$ cat config.mk
export PLATFORM = sky130hd
export DESIGN_NAME = bht_update_queue
export DESIGN_NICKNAME = d
export VERILOG_FILES = /design/src/rtl/bht_update_queue_pkg.sv /design/src/rtl/bht_update_queue_fifo.sv /design/src/rtl/bht_update_queue.sv
export SDC_FILE = /design/constraint.sdc
export NUM_CORES = 1
export LEC_CHECK = 0
export BUFFER_PORTS_ARGS = -buffer_cell sky130_fd_sc_hd__buf_2
export CAP_MARGIN = 40
export CORE_UTILIZATION = 30
export CTS_CLUSTER_DIAMETER = 40
export DETAILED_ROUTE_END_ITERATION = 7
export PLACE_DENSITY = 0.46
export SYNTH_ARGS = -nofsm -noshare
export SYNTH_HDL_FRONTEND = slang
export SYNTH_SLANG_ARGS = --single-unit
$ cat constraint.sdc
create_clock -name clk -period 6.2 [get_ports clk]
set_clock_uncertainty 0.1 [all_clocks]
set_input_delay 1.24 -clock clk [delete_from_list [all_inputs] [get_ports clk]]
set_output_delay 1.24 -clock clk [all_outputs]
set_load 0.03 [all_outputs]
$ cat src/rtl/bht_update_queue_pkg.sv
// rtl/bht_update_queue_pkg.sv - shared BHT types and the 2-bit counter transition function
package bht_update_queue_pkg;

  typedef logic [31:0] virt_t;

  typedef struct packed {
    logic       valid;
    virt_t      pc;
    logic       taken;
    logic [1:0] counter;
  } bht_update_t;

  typedef struct packed {
    virt_t      pc;
    logic       taken;
    logic [1:0] counter;
  } resolve_entry_t;

  // Saturating transitions shared with the bht read/write path.
  function automatic logic [1:0] bht_next_counter(input logic [1:0] counter, input logic taken);
    logic [1:0] next;
    if (taken) begin
      next = (counter == 2'b00) ? 2'b01 : 2'b11;
    end else begin
      next = (counter == 2'b11) ? 2'b10 : 2'b00;
    end
    return next;
  endfunction

endpackage

$ cat src/rtl/bht_update_queue_fifo.sv
// rtl/bht_update_queue_fifo.sv - sync_fifo: power-of-two synchronous FIFO without fall-through
module sync_fifo #(
  parameter int  DEPTH = 8,
  parameter type dtype = logic
) (
  input  logic clk,
  input  logic rst,
  input  logic push,
  input  dtype din,
  input  logic pop,
  output dtype dout,
  output logic full,
  output logic empty
);

  localparam int PW = $clog2(DEPTH);
  localparam int CW = PW + 1;
  localparam logic [CW-1:0] FULL_COUNT = CW'(DEPTH);

  dtype          mem [DEPTH];
  logic [PW-1:0] rd_ptr;
  logic [PW-1:0] wr_ptr;
  logic [CW-1:0] count;
  logic          do_push;
  logic          do_pop;

  // A full FIFO refuses pushes even when a pop frees a slot in the same cycle.
  assign full    = (count == FULL_COUNT);
  assign empty   = (count == '0);
  assign do_push = push & ~full;
  assign do_pop  = pop & ~empty;
  assign dout    = mem[rd_ptr];

  always_ff @(posedge clk) begin
    if (do_push) begin
      mem[wr_ptr] <= din;
    end
  end

  always_ff @(posedge clk) begin
    if (rst) begin
      rd_ptr <= '0;
      wr_ptr <= '0;
      count  <= '0;
    end else begin
      if (do_push) begin
        wr_ptr <= wr_ptr + 1'b1;
      end
      if (do_pop) begin
        rd_ptr <= rd_ptr + 1'b1;
      end
      if (do_push && !do_pop) begin
        count <= count + 1'b1;
      end else if (do_pop && !do_push) begin
        count <= count - 1'b1;
      end
    end
  end

endmodule

$ cat src/rtl/bht_update_queue.sv
// rtl/bht_update_queue.sv - buffers resolved branches and issues one BHT update per cycle
// Optional counter forwarding across same-entry updates: BHT_COUNTER_FWD_EN.
module bht_update_queue
  import bht_update_queue_pkg::*;
#(
  parameter int SIZE      = 4096,
  parameter int DEPTH     = 8,
  parameter int FWD_DEPTH = 4
) (
  input  logic        clk,
  input  logic        rst,
  input  logic        resolve_valid,
  input  virt_t       resolve_pc,
  input  logic        resolve_taken,
  input  logic [1:0]  resolve_counter,
  output logic        resolve_ready,
  input  logic        drain_en,
  output bht_update_t update
);

  localparam int KHI = $clog2(SIZE / 2) + 2;
  localparam int KW  = KHI - 1;

  resolve_entry_t din;
  resolve_entry_t head;
  logic           full;
  logic           empty;
  logic           push;
  logic           pop;
  logic [1:0]     issue_counter;

  assign din           = '{pc: resolve_pc, taken: resolve_taken, counter: resolve_counter};
  assign push          = resolve_valid & ~full;
  assign pop           = drain_en & ~empty;
  assign resolve_ready = ~full;

  sync_fifo #(
    .DEPTH (DEPTH),
    .dtype (resolve_entry_t)
  ) u_fifo (
    .clk   (clk),
    .rst   (rst),
    .push  (push),
    .din   (din),
    .pop   (pop),
    .dout  (head),
    .full  (full),
    .empty (empty)
  );

`ifdef BHT_COUNTER_FWD_EN
  logic [KW-1:0] head_key;
  logic          fwd_valid [FWD_DEPTH];
  logic [KW-1:0] fwd_key   [FWD_DEPTH];
  logic [1:0]    fwd_ctr   [FWD_DEPTH];

  assign head_key = head.pc[KHI:2];

  // Scan oldest to newest so the lowest-index (newest) match wins.
  always_comb begin
    issue_counter = head.counter;
    for (int i = FWD_DEPTH - 1; i >= 0; i--) begin
      if (fwd_valid[i] && (fwd_key[i] == head_key)) begin
        issue_counter = fwd_ctr[i];
      end
    end
  end

  always_ff @(posedge clk) begin
    if (rst) begin
      for (int i = 0; i < FWD_DEPTH; i++) begin
        fwd_valid[i] <= 1'b0;
        fwd_key[i]   <= '0;
        fwd_ctr[i]   <= 2'b00;
      end
    end else if (pop) begin
      for (int i = 1; i < FWD_DEPTH; i++) begin
        fwd_valid[i] <= fwd_valid[i-1];
        fwd_key[i]   <= fwd_key[i-1];
        fwd_ctr[i]   <= fwd_ctr[i-1];
      end
      fwd_valid[0] <= 1'b1;
      fwd_key[0]   <= head_key;
      fwd_ctr[0]   <= bht_next_counter(issue_counter, head.taken);
    end
  end
`else
  assign issue_counter = head.counter;
`endif

  always_ff @(posedge clk) begin
    if (rst) begin
      update <= '0;
    end else if (pop) begin
      update.valid   <= 1'b1;
      update.pc      <= head.pc;
      update.taken   <= head.taken;
      update.counter <= issue_counter;
    end else begin
      update.valid <= 1'b0;
    end
  end

endmodule

==> results.yml, run 1 <==
yosys:
  yosysWarnings: 0
  synth_cell_types: 30
  synth_most_common_cell: "edfxtp_1"
  synth_nets: 639
  syn_inst: 594
  synth_top_family_by_area: "multiplexers"
  synth.top_cells.by_count: "edfxtp_1, mux4_2, nor2_1"
  ys_seq_area_share_pct: 76.9
  synth_top_cell_by_area: "edfxtp_1"
  synth-edff-count: 280
  synth_compound_area_share_pct: 2.18
  avgSynthCellArea_um2: 20.4
  async_flop_share_pct: 0
  syn_area_um2: 12100
  yosysTopAreaCellShare_pct: 69.3
  yosys_most_used_dff: "edfxtp_1"
  yosys.area_share.simple_pct: 5.10
  synth_area_leaders: "edfxtp_1, mux4_2, dfxtp_1"
  synth-adder-area-share_pct: 0.681
  synthMuxAreaShare_pct: 13.2
  synth-xor-area-share_pct: 0.433
  synth_seq_cells: 326
global_route:
  met1_usage_pct: 17.0
  met3_usage_pct: 3.40
  grt_max_degree: 48
  top_usage_layer: "met2"
  antenna_found_initial: 3
  gr-total-overflow: 0
  groute.usage.overall_pct: 14.1
  grt_pass1_vias: 6554
  met2_usage_pct: 24.8
  grt_pass1_wl_mm: 42.3
cells_and_area:
  area_delta_synth_final_pct: 21.2
  fillers: 3735
  final_area_um2: 14700
  drive_above_1_share_pct: 38.0
  fin_nets: 745
  final_cells: 1260
status:
  outcome: "finished clean"
critical_path:
  cp_max_fo: 27
  critical_path_class: "in -> reg"
  crit_path_cell_trace: "buf_2 > o41a_2 > buf_4 > inv_1 > ha_1 > inv_1 > ha_1 > a21oi_1 > a211oi_1 > a31oi_1 > mux2_2"
  cp.required_ps: 6520
  worst_path_max_delay_cell: "buf_4"
  critPathArrivalTime_ps: 3840
  path_depth: 11
  reg2reg_slack_ps: 2970
  end_kind: "flip-flop"
  ff2ff_path_depth: 10
  crit_buf_inv: 4
  cp_top_family: "compound AO/OA/AOI/OAI gates"
  cp-start-kind: "primary input"
  critical_path.max_stage_delay_ps: 460
cts:
  ctsResizeCount: 0
  path_clk_slew_ps: 50
  tritoncts: "yes"
  clk_latency_ps: 540
  cts_max_path_buffers: 3
  clock_sinks: 326
  cts_max_level: 2
  cts_root_buffer: "clkbuf_16"
  numCtsBuffers: 43
  post_cts_buffers: 0
  hold_buffers: 0
timing:
  setup_tns_ps: 0
  setup_viol: 0
  worst_slew_margin_rel_pct: 42.8
  fmax_mhz: 285
  hold_viol_final: 0
  slew_viol_final: 0
  fin_crit_sh_pct: 56.7
  whs_ps: 394
  tightest_slew_ps: 858
  post-route-min-period_ps: 3510
  rsz0062_at_grt: "false"
  timing.final.ws_setup_ps: 2690
routing:
  ant_nets: 0
  drc: 0
  wl_per_cell_um: 22.3
  drtPass1Iterations: 4
  vias: 5946
  detail_route.vias_per_cell: 4.72
  detail_route.iter0.violations: 316
  finalWirelength_mm: 28.1
job:
  drv_cap: 0
die:
  start_util_pct: 30.5
  core_area_um2: 39800
  die_height_um: 203
  fp.dieW_um: 203
  ioPinCount: 76
  rows: 73
  die_area_um2: 41300
placed_design:
  dp_slack_ps: 2130
  io_buffers: 75
  dp_cells: 1180
  place.gp.congestion: 0.717
  dp_hpwl_mm: 15.8
  dpl-instance-area_um2: 13300
power:
  ir_worst_vdd_v: 0.000174
  leakagePower_nw: 4.81
  pwr_density_cell_nw_per_um2: 452
hold_path:
  hp-class: "reg -> reg"
  min_path_cells: 2
-- kinds of logic after synthesis --
group | after synthesis
AOI/OAI and AO/OA | 42
xor gates and xnor gates | 6
adders and majority gates | 6
buffers and inverters | 37
DFF | 326
muxes | 72
and+or+nand+nor | 105
-- per-layer routing --
| layer | vias to the layer above | part of all wire [%] |
|---|---|---|
| li1 | 2646 | - |
| met1 | 3109 | 41 |
| met2 | 135 | 52 |
| met3 | 52 | 4.7 |
| met4 | 4 | 2.1 |
| met5 | - | 0.11 |
-- placed cells by master, fill, tap and decap left out, types with 2 or more instances in the layout --
cell type | netlist | final
a21oi_1 | 4 | 4
nand2b_1 | 3 | 2
nor3_2 | 30 | 34
clkbuf_8 | 0 | 3
buf_16 | 0 | 4
nor3_1 | 9 | 5
inv_6 | 0 | 7
clkbuf_16 | 0 | 43
mux4_2 | 70 | 70
ha_1 | 5 | 5
dfxtp_4 | 0 | 2
clkinv_1 | 0 | 3
bufinv_16 | 0 | 3
edfxtp_1 | 280 | 280
nand3_1 | 4 | 4
o22ai_1 | 35 | 35
inv_8 | 0 | 3
clkinvlp_4 | 0 | 8
nor2_4 | 0 | 3
clkbuf_1 | 16 | 6
dfxtp_1 | 46 | 44
nand2_1 | 6 | 6
buf_2 | 11 | 74
nor2_1 | 49 | 46
xnor2_1 | 2 | 2
inv_1 | 3 | 3
clkinv_2 | 0 | 2
xor2_1 | 4 | 4
buf_4 | 3 | 17
-- where the power goes --
group	switching (mW)	internal [mW]	total, mW
clock network	0.951	1.46	2.41
logic	0.853	0.610	1.46
registers	0.157	2.61	2.76
total	1.96	4.68	6.64
-- registers in the layout (all words and copies together), names as in the netlist --
register       cells
u_fifo.count       4
u_fifo.mem       280
u_fifo.rd_ptr      3
u_fifo.wr_ptr      3
update            36
-- final timing paths --
kind / from / to
max: drain_en / u_fifo.count[3]
min: update[17] / update[17]
max reg2reg: u_fifo.count[0] / u_fifo.count[3]
min reg2reg: update[17] / update[17]
-- cell type report --
type,count,area [um2],area share [%]
Multi-Input combinational cell,231,2670,18.2
Clock buffer,52,1140,7.75
Timing Repair Buffer,95,608,4.14
Antenna cell,1,2.50,0.0170
Inverter,3,11.3,0.0766
Tap cell,525,657,4.47
Sequential cell,326,9340,63.5
Clock inverter,27,275,1.87
-- per-stage QoR --
| step | util (%) | total power [mW] |
|---|---|---|
| 2_1_floorplan | - | 3.86 |
| 3_3_place_gp | 33.1 | 4.26 |
| 3_5_place_dp | 33.4 | 4.32 |
| 4_1_cts | 36.9 | 6.76 |
| 5_1_grt | 36.9 | 6.96 |
| 6_report | 36.9 | 6.64 |
-- tightest hold or removal path, stage by stage (launching register included) --
cell,delay [ps]
dfxtp_1,300
nor2_1,100
nor3_1,50
No activity file was read; power rests on OpenSTA's default activity.
==> run 2: changes to the inputs <==
- PLACE_DENSITY: 0.46 -> 0.48
- clock period: 6.2 -> 3.1 ns (I/O delays scaled with it)
==> run 2 against run 1 <==
Worst setup slack lost 2500 ps. Combinational power increased by 99%. Sequential share of layout area down 0.78 points. Routed wire length shrank 2.1%. Sequential power rose by 100%. Die area unchanged. Global-route usage decreased by 0.35 points. Sequential cell count unchanged. Critical path type is now reg -> reg. Largest cell class unchanged.
==> results.yml, run 2 (same netlist as run 1, synthesis figures left out) <==
cells_and_area:
  top_regs: "u_fifo.mem: 280 flops, update: 36 flops, u_fifo.count: 4 flops"
  final_area_um2: 14900
  layout_common_cells: "edfxtp_1, buf_2, mux4_2"
  top_register: "u_fifo.mem"
  area_delta_synth_final_pct: 22.7
  drive_above_1_share_pct: 39.5
  final_core_util_pct: 37.4
  largest_reg_flops: 280
  layout_commonest_cell: "edfxtp_1"
  fin_nets: 753
  fillers: 3682
power:
  ir_worst_vdd_v: 0.000368
  leakagePower_nw: 4.89
  pwr_density_cell_nw_per_um2: 918
routing:
  finalWirelength_mm: 27.5
  detail_route.iter0.violations: 381
  drtPass1Iterations: 4
  ant_nets: 0
  drc: 0
  wl_per_cell_um: 21.7
  vias: 5985
  detail_route.vias_per_cell: 4.71
critical_path:
  cp.required_ps: 3420
  critical_path_class: "reg -> reg"
  cp-start-kind: "flip-flop"
  cp_max_fo: 5
  ff2ff_path_depth: 10
  end_kind: "flip-flop"
  crit_path_cell_trace: "or4b_1 > nand2_1 > inv_1 > ha_1 > inv_1 > ha_1 > a21oi_1 > a211oi_1 > a31oi_1 > mux2_2"
  critPathArrivalTime_ps: 3210
  worst_path_max_delay_cell: "or4b_1"
  critical_path.max_stage_delay_ps: 630
status:
  outcome: "finished clean"
cts:
  hold_buffers: 0
  cts_max_level: 2
  cts_root_buffer: "clkbuf_16"
  clk_latency_ps: 530
  clock_sinks: 326
  cts_max_path_buffers: 3
  post_cts_buffers: 0
  path_clk_slew_ps: 60
  tritoncts: "yes"
  numCtsBuffers: 46
  ctsResizeCount: 0
timing:
  rsz0062_at_grt: "false"
  hold_viol_final: 0
  timing.final.ws_setup_ps: 212
  fmax_mhz: 346
  slew_viol_final: 0
  tightest_slew_ps: 684
  setup_viol: 0
  worst_slew_margin_rel_pct: 54.4
  whs_ps: 255
  fin_crit_sh_pct: 93.2
  post-route-min-period_ps: 2890
placed_design:
  dp_hpwl_mm: 15.3
  io_buffers: 75
  dpl-instance-area_um2: 13300
  dp_slack_ps: 255
  place.gp.congestion: 0.722
die:
  die_area_um2: 41300
  start_util_pct: 30.5
  rows: 73
  die_height_um: 203
  core_area_um2: 39800
  ioPinCount: 76
  fp.dieW_um: 203
global_route:
  groute.usage.overall_pct: 13.7
  gr-total-overflow: 0
  grt_pass1_wl_mm: 41.5
  grt_pass1_vias: 6663
  grt_max_degree: 41
  antenna_found_initial: 3
hold_path:
  min_path_cells: 1
  hp-class: "in -> reg"
job:
  drv_cap: 0
-- run 2: cell count changes in the layout (fill, tap and decap cells not counted), moves of 3 or more --
| cell | before | now |
|---|---|---|
| buf_12 | 0 | 5 |
| clkbuf_1 | 6 | 1 |
| clkinv_2 | 2 | 7 |
| buf_16 | 4 | 0 |
| buf_4 | 17 | 21 |
| clkbuf_16 | 43 | 47 |
| clkinv_4 | 1 | 4 |
-- run 2: final cells by class --
cell class                      count  area, um2  share of cell area [%]
Timing Repair Buffer              100        628                    4.22
Multi-Input combinational cell    231       2680                    18.0
Antenna cell                        1       2.50                  0.0168
Tap cell                          525        657                    4.41
Sequential cell                   326       9340                    62.7
Inverter                            3       11.3                  0.0757
Clock inverter                     35        370                    2.49
Clock buffer                       49       1190                    8.02
-- run 2: worst paths after layout --
| kind | slack (ps) | start | end |
|---|---|---|---|
| worst max-delay path | 210 | u_fifo.count[0] | u_fifo.count[3] |
| worst max register to register | 210 | u_fifo.count[0] | u_fifo.count[3] |
| worst min-delay path | 250 | resolve_pc[16] | u_fifo.mem[2][19] |
| worst min register to register | 390 | update[30] | update[30] |
-- run 2: metal layers --
layer,GRT usage [%],vias to the layer above,routed length (um)
met5,0,-,22
met4,4.54,4,620
met3,2.84,49,1150
met2,24.3,131,14300
met1,16.6,3132,11500
li1,-,2669,-
-- run 2: metrics by stage --
step                power (mW)  cells  TNS [ps]
global route              14.3   1270         0
finish                    13.7   1270         0
CTS                       13.9   1269         0
detailed placement        8.65   1185         0
global placement          8.57   1185         0
floorplan                 7.73    594   -107820
-- run 2: power by group --
group          total (mW)  internal, mW  switching [mW]
registers            5.57          5.22           0.353
logic                2.90          1.25            1.65
clock network        5.19          3.25            1.95
-- run 2: worst max-delay path, delay by kind of cell, from the launching register on --
kind	cells	cell delay, ps
adders and majority gates	2	500
muxes	1	350
AOI/OAI and AO/OA	3	520
and+or+nand+nor	2	760
buffers and inverters	2	190
DFF	1	370
